[src/rtl/spi_target.sv]
// SPI mode-0 target: oversampled spi_clk/csb/mosi, one-entry transmit buffer, valid-pulse receive.
// Ports: clk, rst (async high); spi_clk/spi_csb/spi_mosi in; spi_miso/spi_miso_oe out;
//   tx_data/tx_valid/tx_ready buffer handshake; rx_data/rx_valid receive;
//   tx_underrun pulse; busy.
// Optional: define SPI_TARGET_ECHO_EN so that an underrun reloads the last received word.
module spi_target #(
  parameter int                 DATA_W      = 8,
  parameter int                 SYNC_STAGES = 2,
  parameter logic [DATA_W-1:0]  FILL        = '0
) (
  input  logic              clk,
  input  logic              rst,
  input  logic              spi_clk,
  input  logic              spi_csb,
  input  logic              spi_mosi,
  output logic              spi_miso,
  output logic              spi_miso_oe,
  input  logic [DATA_W-1:0] tx_data,
  input  logic              tx_valid,
  output logic              tx_ready,
  output logic [DATA_W-1:0] rx_data,
  output logic              rx_valid,
  output logic              tx_underrun,
  output logic              busy
);

  localparam int CW = $clog2(DATA_W + 1);
  localparam logic [CW-1:0] CNT_FULL = CW'(DATA_W);

  typedef enum logic {
    IDLE,
    ACTIVE
  } state_t;

  logic [SYNC_STAGES-1:0] sclk_sync;
  logic [SYNC_STAGES-1:0] csb_sync;
  logic [SYNC_STAGES-1:0] mosi_sync;
  logic                   sclk_d;
  logic                   csb_d;

  logic sclk_s;
  logic csb_s;
  logic mosi_s;
  logic sclk_rise;
  logic sclk_fall;
  logic csb_fall;
  logic csb_rise;

  state_t            state;
  logic [CW-1:0]     cnt;
  logic [CW-1:0]     cnt_base;
  logic              word_done;
  logic [DATA_W-1:0] rx_shift;
  logic [DATA_W-1:0] tx_shift;
  logic [DATA_W-1:0] tx_buf;
  logic              buf_full;
  logic              accept;
  logic              do_load;
  logic [DATA_W-1:0] under_word;
  logic [DATA_W-1:0] load_word;

  // csb history resets low, so a csb already low at reset release
  // cannot produce a falling edge until it has been seen high.
  always_ff @(posedge clk or posedge rst) begin
    if (rst) begin
      sclk_sync <= '0;
      csb_sync  <= '0;
      mosi_sync <= '0;
      sclk_d    <= 1'b0;
      csb_d     <= 1'b0;
    end else begin
      sclk_sync <= {sclk_sync[SYNC_STAGES-2:0], spi_clk};
      csb_sync  <= {csb_sync[SYNC_STAGES-2:0], spi_csb};
      mosi_sync <= {mosi_sync[SYNC_STAGES-2:0], spi_mosi};
      sclk_d    <= sclk_s;
      csb_d     <= csb_s;
    end
  end

  assign sclk_s    = sclk_sync[SYNC_STAGES-1];
  assign csb_s     = csb_sync[SYNC_STAGES-1];
  assign mosi_s    = mosi_sync[SYNC_STAGES-1];
  assign sclk_rise = ~sclk_d & sclk_s;
  assign sclk_fall = sclk_d & ~sclk_s;
  assign csb_fall  = csb_d & ~csb_s;
  assign csb_rise  = ~csb_d & csb_s;

`ifdef SPI_TARGET_ECHO_EN
  assign under_word = rx_data;
`else
  assign under_word = FILL;
`endif

  assign accept    = tx_valid & ~buf_full;
  assign load_word = buf_full ? tx_buf : under_word;
  assign cnt_base  = (cnt == CNT_FULL) ? '0 : cnt;
  assign tx_ready  = ~buf_full;
  assign busy      = (state == ACTIVE);

  // A load uses the buffer as it stood before this cycle; a word
  // accepted in the same cycle waits for the next load.
  always_comb begin
    do_load = 1'b0;
    unique case (state)
      IDLE:   do_load = csb_fall;
      ACTIVE: do_load = ~csb_rise & sclk_fall & word_done;
      default: do_load = 1'b0;
    endcase
  end

  always_ff @(posedge clk or posedge rst) begin
    if (rst) begin
      state       <= IDLE;
      cnt         <= '0;
      word_done   <= 1'b0;
      rx_shift    <= '0;
      tx_shift    <= '0;
      tx_buf      <= '0;
      buf_full    <= 1'b0;
      rx_data     <= '0;
      rx_valid    <= 1'b0;
      tx_underrun <= 1'b0;
      spi_miso    <= 1'b0;
      spi_miso_oe <= 1'b0;
    end else begin
      rx_valid    <= 1'b0;
      tx_underrun <= do_load & ~buf_full;
      if (do_load && buf_full) begin
        buf_full <= 1'b0;
      end
      if (accept) begin
        tx_buf   <= tx_data;
        buf_full <= 1'b1;
      end
      unique case (state)
        IDLE: begin
          cnt         <= '0;
          word_done   <= 1'b0;
          spi_miso    <= 1'b0;
          spi_miso_oe <= 1'b0;
          if (csb_fall) begin
            tx_shift    <= load_word;
            spi_miso    <= load_word[DATA_W-1];
            spi_miso_oe <= 1'b1;
            state       <= ACTIVE;
          end
        end
        ACTIVE: begin
          if (cnt == CNT_FULL) begin
            rx_data   <= rx_shift;
            rx_valid  <= 1'b1;
            word_done <= 1'b1;
          end
          if (csb_rise) begin
            state       <= IDLE;
            cnt         <= '0;
            word_done   <= 1'b0;
            spi_miso    <= 1'b0;
            spi_miso_oe <= 1'b0;
          end else begin
            cnt <= sclk_rise ? cnt_base + CW'(1) : cnt_base;
            if (sclk_rise) begin
              rx_shift <= {rx_shift[DATA_W-2:0], mosi_s};
            end
            if (sclk_fall) begin
              if (word_done) begin
                tx_shift  <= load_word;
                spi_miso  <= load_word[DATA_W-1];
                word_done <= 1'b0;
              end else begin
                tx_shift <= {tx_shift[DATA_W-2:0], 1'b0};
                spi_miso <= tx_shift[DATA_W-2];
              end
            end
          end
        end
        default: state <= IDLE;
      endcase
    end
  end

endmodule

[config.mk]
export PLATFORM = sky130hd
export DESIGN_NAME = spi_target
export DESIGN_NICKNAME = d
export VERILOG_FILES = /design/src/rtl/spi_target.sv
export SDC_FILE = /design/constraint.sdc
export NUM_CORES = 1
export LEC_CHECK = 0
export BUFFER_PORTS_ARGS = -buffer_cell sky130_fd_sc_hd__buf_2
export CAP_MARGIN = 20
export CORE_MARGIN = 4
export CORE_UTILIZATION = 50
export DETAILED_ROUTE_END_ITERATION = 8
export PLACE_DENSITY = 0.71
export SYNTH_ARGS = -nofsm -noshare
export SYNTH_HDL_FRONTEND = slang
export SYNTH_SLANG_ARGS = --single-unit
[constraint.sdc]
create_clock -name clk -period 1.6 [get_ports clk]
set_input_delay 0.16 -clock clk [delete_from_list [all_inputs] [get_ports clk]]
set_output_delay 0.16 -clock clk [all_outputs]
set_load 0.05 [all_outputs]
# After elaboration in Yosys (flattened, before gate mapping)
# Index checks and enable logic that the tools add are counted.
word_totals:
  ff_bits: 50
  input_bits: 14
  out_inout_bits: 14
  word_cells: 74
classes:
  addsub: 1
  eq_ne: 6
  muxes: 30
  bitwise_logic: 15
  n_reduce_logical: 5
op_table:
  columns: ["op", "count"]
  rows:
  - ["two-way mux 7 bit", 4]
  - ["two-way mux 1 bit", 15]
  - ["case mux 7 bit (2 select lines)", 1]
  - ["two-way mux 4 bit", 3]
  - ["case mux 1 bit (2 select lines)", 5]
  - ["AND 1 bit", 8]
  - ["two-way mux 8 bit", 1]
  - ["!= test 2 bit, second input constant", 4]
  - ["case mux 4 bit (2 select lines)", 1]
  - ["inverter 1 bit", 7]
  - ["AND reduction 3 bit", 2]
  - ["adder 4 x 1 -> 4 bit, second input constant", 1]
  - ["== test 4 bit, second input constant", 1]
  - ["!= test 3 bit, second input constant", 1]
  - ["AND reduction 2 bit", 1]
  - ["nonzero test 2 bit", 1]
  - ["logical AND 1 bit", 1]

# Logic depth before layout (Yosys ltp)
# Gate-level depths: netlist (run 1).
logic_depth:
  word_depth: 9
  ltp_mapped: 5

# Worst setup path after synthesis (run 1)
# No wires, ideal clock.
synth_timing:
  kind: "reg2reg"
  from: "register state, in the netlist busy"
  to: "register tx_shift[1]"
  setup_time_ns: 0.125
  arrival_time_ns: 1.475
  slack_ns: 0.000
  stages_incl_launch_ff: 5
  path_buffers: 1
  path_cell_list: "dfrtp_1 -> buf_6 -> nor2b_1 -> o21ai_0 -> mux2_2"
synth_via:
  elab_chain_cells: 3
synth_lines:
  columns: ["element", "line_no", "text"]
  rows:
  - ["start: declaration", "49", "state_t state;"]
  - ["start signal: assignment", "113", "state <= IDLE;"]
  - ["start signal: assignment", "145", "state <= ACTIVE;"]
  - ["start signal: assignment", "155", "state <= IDLE;"]
  - ["inverter 1 bit", null, null]
  - ["!= test 2 bit (no source line)", null, null]
  - ["AND reduction 3 bit (no source line)", null, null]
  - ["end signal: assignment", "142", "tx_shift <= load_word;"]
  - ["end signal: assignment", "167", "tx_shift <= load_word;"]
  - ["end signal: assignment", "171", "tx_shift <= {tx_shift[DATA_W-2:0], 1'b0};"]
  - ["end: declaration", "54", "logic [DATA_W-1:0] tx_shift;"]
# Parallel ways exist; a longest one is shown, timed or not.
# A chain may end at the register's enable or synchronous reset.

# Worst setup path in the final report (run 1)
layout_timing:
  from: "register state, in the netlist busy"
  to: "output busy"
layout_rtl:
  columns: ["element", "line_no", "text"]
  rows:
  - ["end: declaration", "24", "output logic busy"]
# No word-level cell between the ends.

==> results of run 1 <==
## per-layer routing
layer,vias up,part of all wire (%)
met3,7,4.9
met1,608,46
met2,37,48
met4,0,1.4
li1,593,-
met5,-,0
## critical path: stages, from the launching register on
cell	delay [ns]
dfrtp_2	0.55
buf_4	0.21
buf_2	0.27
## worst max-delay path by stage
stage / to / cells past startpoint / startpoint
after floorplan: busy / 1 / rst
after global placement: tx_shift[2] / 3 / csb_d
after detailed placement: tx_shift[3] / 3 / csb_d
after CTS: tx_shift[5] / 3 / csb_d
after global routing: tx_shift[0] / 3 / csb_d
final: busy / 2 / busy
## sequential cells by signal (all words and copies together), names as in the netlist
register / flops
buf_full: 1
busy: 1
cnt: 4
csb_d: 1
csb_sync: 2
mosi_sync: 2
rx_data: 8
rx_shift: 8
rx_valid: 1
sclk_d: 1
sclk_sync: 2
spi_miso: 1
spi_miso_oe: 1
tx_buf: 8
tx_shift: 7
tx_underrun: 1
word_done: 1
## synthesized netlist by cell type (2+ instances only)
cell | instances | area, um2
dfrtp_1 | 50 | 1250
mux2_2 | 30 | 338
nand2_1 | 9 | 33.8
nand3b_1 | 7 | 52.6
nor2_1 | 7 | 26.3
o21ai_0 | 7 | 35.0
nor2b_1 | 5 | 31.3
clkbuf_1 | 4 | 15.0
inv_1 | 4 | 15.0
buf_2 | 2 | 10.0
nand2b_1 | 2 | 12.5
nor3_1 | 2 | 10.0
## per-stage QoR
| stage | std cells | utilization [%] |
|---|---|---|
| 6_report | 238 | 60.6 |
| 4_1_cts | 238 | 60.5 |
| 3_5_place_dp | 227 | 56.8 |
| 3_3_place_gp | 227 | 56.8 |
| 2_1_floorplan | 153 | - |
| 5_1_grt | 238 | 60.6 |
## where the power goes
group	leakage [nW]	switching [mW]	total [mW]	internal (mW)
Combinational	0.495	0.363	0.746	0.383
Clock	0.0587	0.426	0.899	0.474
Sequential	0.636	0.211	1.78	1.57
## logic make-up (layout without fill, tap and decap cells)
logic type | Yosys count | after routing | synth area share (%)
mux | 32 | 32 | 17.4
simple gates | 41 | 41 | 12.8
buf+inv | 12 | 47 | 2.83
compound gates | 15 | 15 | 5.30
xor+xnor | 2 | 2 | 0.843
fa+ha+maj | 1 | 1 | 0.602
flops | 50 | 50 | 60.2
## repair_timing
| action | 4_1_cts | 5_1_grt |
|---|---|---|
| endpoints found under the hold margin | 3 | 0 |
| resized for setup | 0 | 2 |
| hold buffers | 3 | 0 |
| setup endpoints to repair | 0 | 7 |
## final cells by class
| class | instances | area [um2] | share of cell area [%] |
|---|---|---|---|
| clock inverter | 3 | 47.5 | 1.96 |
| clock buffer | 5 | 68.8 | 2.84 |
| inverter | 4 | 15.0 | 0.620 |
| sequential | 50 | 1250 | 51.7 |
| timing repair buffer | 35 | 203 | 8.36 |
| tap | 50 | 62.6 | 2.58 |
| multi-input combinational | 91 | 774 | 32.0 |
==> flow_summary.ini, run 1 <==
[critical_path]
reg2reg_depth = 3
reg2reg_to = tx_shift[5]
crit_type = reg2out
r2r_start = csb_d
arrival_ns = 1.34
cp_max_fo = 11
cp-start-kind = register
r2r_slack_ns = 0.11
end_kind = output port
cp.required_ns = 1.44

[timing]
rsz0062_at_grt = false
relSlewSlack_pct = 60.4
layout_setup_ws_ns = 0.104
setup-violations-final = 0
min_period_over_period_pct = 93.5
maxSlewViolCount = 0
fin_crit_ns = 1.50
clock_skew_ns = 0.00784
hold_viol = 0
fmax_mhz = 668
worstMarginPinSlew_ns = 0.594
tns_ns = 0
timing.hold.ws_ns = 0.00168

[grt]
antenna_found_initial = 0
grt_usage_pct = 15.1
grt_overflow = 0
grt_pass1_vias = 1286
grt_use_met3_pct = 4.02
grt_max_degree = 51
gr-usage-met1_pct = 21.4
grt_pass1_wl_mm = 6.21
grt-busiest-layer = met2
grt_use_met2_pct = 22.8

[synth]
syn-num-nets = 168
netlist_area_um2 = 2080
ys_async_sr_fraction_pct = 100
ys.warnings.count = 0
synth_ff_type = dfrtp_1
syn_area_per_cell_um2 = 13.6
ys_seq_area_share_pct = 60.2
synth_cells = 153
synth_edf_count = 0
synth-seq-cells = 50
ys_types = 36

[layout]
final_cell_area_um2 = 2420
layout_common_cells = dfrtp_1 (49), mux2_2 (30), buf_2 (27), nand2_1 (9)
drive_above_1_share_pct = 43.1
diodes = 0
mostFrequentLayoutCell = dfrtp_1
synthToLayoutAreaGrowth_pct = 16.5
nNetsFinal = 202
nFillCells = 313

[placed_design]
place.gp.congestion = 0.758
dp_slack_ns = 0.0711
portBuffers = 27
post_dp_cell_area_um2 = 2270
dp_hpwl_mm = 2.50

[run_status]
status = completed

[clocking]
clockBufferDepth = 2
cts.sinks = 50
h-tree-depth = 2
path_clk_slew_ns = 0.09
numCtsBuffers = 5
tritoncts = done
clock_latency_ns = 0.30
post-cts-setup-buffer-count = 0
root_buffer = clkbuf_8

[floorplanning]
start_util_pct = 52.0
row_count = 23
dieWidth_um = 72.5
pin_count = 28
coreArea_um2 = 4000
fp.dieH_um = 72.5
die_area_um2 = 5250

[power_and_ir_drop]
irDropWorstVdd_v = 0.000864
fin_total_pwr_mw = 3.42
leakagePower_nw = 1.19
power_density_nw_per_um2 = 1410

[routing]
via_per_inst = 5.23
wl_mm = 3.49
drtAntennaViolNets = 0
route.vias.total = 1245
drt_iter0_markers = 77
drt-pass1-iter-count = 4
drc_errors = 0
avgRoutedWirePerCell_um = 14.7

[min_path]
hold_path.class = in2async

[flow_run]
maxCapViolCount = 0
Power figures use the tool's default switching activity.
==> inputs of run 2 (changes only) <==
--- a/config.mk
+++ b/config.mk
@@ -5,6 +5,7 @@
 export SDC_FILE = /design/constraint.sdc
 export NUM_CORES = 1
 export LEC_CHECK = 0
+export ABC_AREA = 1
 export BUFFER_PORTS_ARGS = -buffer_cell sky130_fd_sc_hd__buf_2
 export CAP_MARGIN = 20
 export CORE_MARGIN = 4
==> flow_summary.ini, run 2 <==
[run_status]
status = completed

[synth]
syn-num-nets = 237
ys_async_sr_fraction_pct = 100
ys_types = 26
netlist_area_um2 = 2050
synth_top_cell_area_share_pct = 60.9
ys_seq_area_share_pct = 60.9
synth-seq-cells = 50
syn_area_per_cell_um2 = 9.25
synth_cells = 222
synthTopCellsByCount = nand2_1 (83), dfrtp_1 (50), o21ai_0 (24)
synth_xor_area_share_pct = 0
synth.area.top_cells = dfrtp_1 (61%), nand2_1 (15%), o21ai_0 (5.9%)
ys.warnings.count = 0
synth_fa_ha_area_share_pct = 0.609
synth_ff_type = dfrtp_1
synthSimpleGateAreaFrac_pct = 22.6
synth_edf_count = 0
synth_mux_area_share_pct = 0
synth.most_common_cell = nand2_1
yosysTopAreaCell = dfrtp_1
synth_top_family_by_area = simple AND/OR/NAND/NOR gates
synth_compound_area_share_pct = 10.9

[timing]
tns_ns = 0
maxSlewViolCount = 0
fin_crit_ns = 1.35
timing.hold.ws_ns = 0.0573
relSlewSlack_pct = 65.8
fmax_mhz = 739
clock_skew_ns = 0.00828
layout_setup_ws_ns = 0.247
rsz0062_at_grt = false
worstMarginPinSlew_ns = 0.512
hold_viol = 0
min_period_over_period_pct = 84.5
setup-violations-final = 0

[critical_path]
cp_max_fo = 9
path_buf_inv = 2
end_kind = output port
arrival_ns = 1.19
crit_path_max_incr_delay_ns = 0.47
r2r_start = cnt[1]
critPathTopFamily = flip-flops
cp-start-kind = register
slowest_stage = dfrtp_1
r2r_slack_ns = 0.25
crit_chain = inv_1, buf_2
cp.required_ns = 1.44
critical_path_depth = 2
crit_type = reg2out
reg2reg_to = rx_data[4]
reg2reg_depth = 5

[routing]
drc_errors = 0
wl_met1_mm = 1.60
via_per_inst = 4.74
route.top_layer_used = met4
wl_mm = 3.33
route.vias.total = 1445
drtAntennaViolNets = 0
wl_met3_um = 169
wl_met2_mm = 1.54
drt-pass1-iter-count = 4
drt_iter0_markers = 40
avgRoutedWirePerCell_um = 10.9

[floorplanning]
coreArea_um2 = 4000
fp.dieH_um = 72.1
row_count = 23
die_area_um2 = 5200
pin_count = 28
start_util_pct = 51.3
dieWidth_um = 72.1

[clocking]
path_clk_slew_ns = 0.08
numCtsBuffers = 5
clock_latency_ns = 0.30
post-cts-setup-buffer-count = 0
root_buffer = clkbuf_8
cts.sinks = 50
h-tree-depth = 2
clockBufferDepth = 2
tritoncts = done
cts_resized = 0

[min_path]
hold_path_depth = 3
whs_endpoint = tx_buf[6]
hold_start = tx_data[6]
hold_path.class = in2reg

[power_and_ir_drop]
power_density_nw_per_um2 = 1340
irDropWorstVdd_v = 0.000636
leakagePower_nw = 1.26

[layout]
synthToLayoutAreaGrowth_pct = 14.8
multi_input_area_um2 = 701
diodes = 0
largest_registers = rx_data x8, rx_shift x8, tx_buf x8
regArea_um2 = 1250
drive_above_1_share_pct = 20.0
nFillCells = 349
mostFrequentLayoutCell = nand2_1
instances_no_fill = 305
layout_common_cells = nand2_1 (83), dfrtp_1 (50), buf_2 (27), o21ai_0 (24), nor2_1 (14)
nNetsFinal = 269
final_cell_area_um2 = 2360

[grt]
grt_pass1_wl_mm = 5.90
grt_overflow = 0
grt_pass1_vias = 1386
grt_usage_pct = 14.4
grt_max_degree = 28
antenna_found_initial = 0

[flow_run]
maxCapViolCount = 0

[placed_design]
dp_slack_ns = 0.246
portBuffers = 27
post_dp_cell_area_um2 = 2220
dp_hpwl_mm = 2.37
dp_cells = 293
place.gp.congestion = 0.845
[run 2: cell types whose count changed after synthesis, sizes merged, moves of 2 or more]
cell	previous run	this run
nand3	2	8
a21oi	0	7
nor2	7	16
nor2b	5	0
a31oi	2	0
o21ai	7	28
mux2	31	0
inv	4	13
nand3b	7	1
nand2	10	86
nand2b	2	0
[run 2: area by class of cell]
type | instances | area share, %
clock inverters | 2 | 0.531
inverters | 14 | 2.23
multi-input cells | 151 | 29.7
flip-flops and latches | 50 | 53.1
well taps | 50 | 2.65
repair buffers | 32 | 8.28
clock buffers | 6 | 3.50
[run 2: worst max-delay path by stage]
stage | start | end | slack, ns
after floorplan | busy | rx_shift[1] | 0.10
after global placement | busy | rx_shift[2] | 0.26
after detailed placement | busy | rx_shift[0] | 0.25
after CTS | buf_full | tx_ready | 0.23
after global routing | busy | rx_shift[4] | 0.06
final | buf_full | tx_ready | 0.25
[run 2: stage by stage]
stage / util [%] / power (mW)
after floorplan: - / 2.28
after global routing: 58.9 / 3.37
after detailed placement: 55.6 / 2.43
after CTS: 58.9 / 3.19
final: 58.9 / 3.15
after global placement: 55.6 / 2.41
[run 2: cells by family (layout without fill, tap and decap cells)]
group / Yosys count / count (layout)
buffers and inverters: 21 / 54
flip-flops: 50 / 50
adder cells (fa/ha/maj): 1 / 1
AND/OR/NAND/NOR: 113 / 113
AO/OA/AOI/OAI: 37 / 37
[run 2: worst reg2reg max path, stage by stage (launching register included)]
cell	delay, ns
dfrtp_1	0.42
nor2_1	0.18
nand3_2	0.20
nor2_2	0.33
nand2_1	0.08
nand2_1	0.08
[run 2: power by group]
group          leakage (nW)  switching (mW)  internal [mW]
Sequential            0.635           0.183           1.54
Combinational         0.576           0.443          0.239
Clock                0.0472           0.399          0.348
[run 2: repair_timing]
action                                  4_1_cts  5_1_grt
hold endpoints to repair                     26        0
endpoints found under the setup margin        0        0
hold buffers                                  4        0
[run 2: routing by layer]
metal | GRT usage (%) | up-vias
met4 | 7.72 | 0
li1 | - | 766
met5 | 0 | -
met3 | 3.46 | 2
met2 | 23.2 | 32
met1 | 18.0 | 645
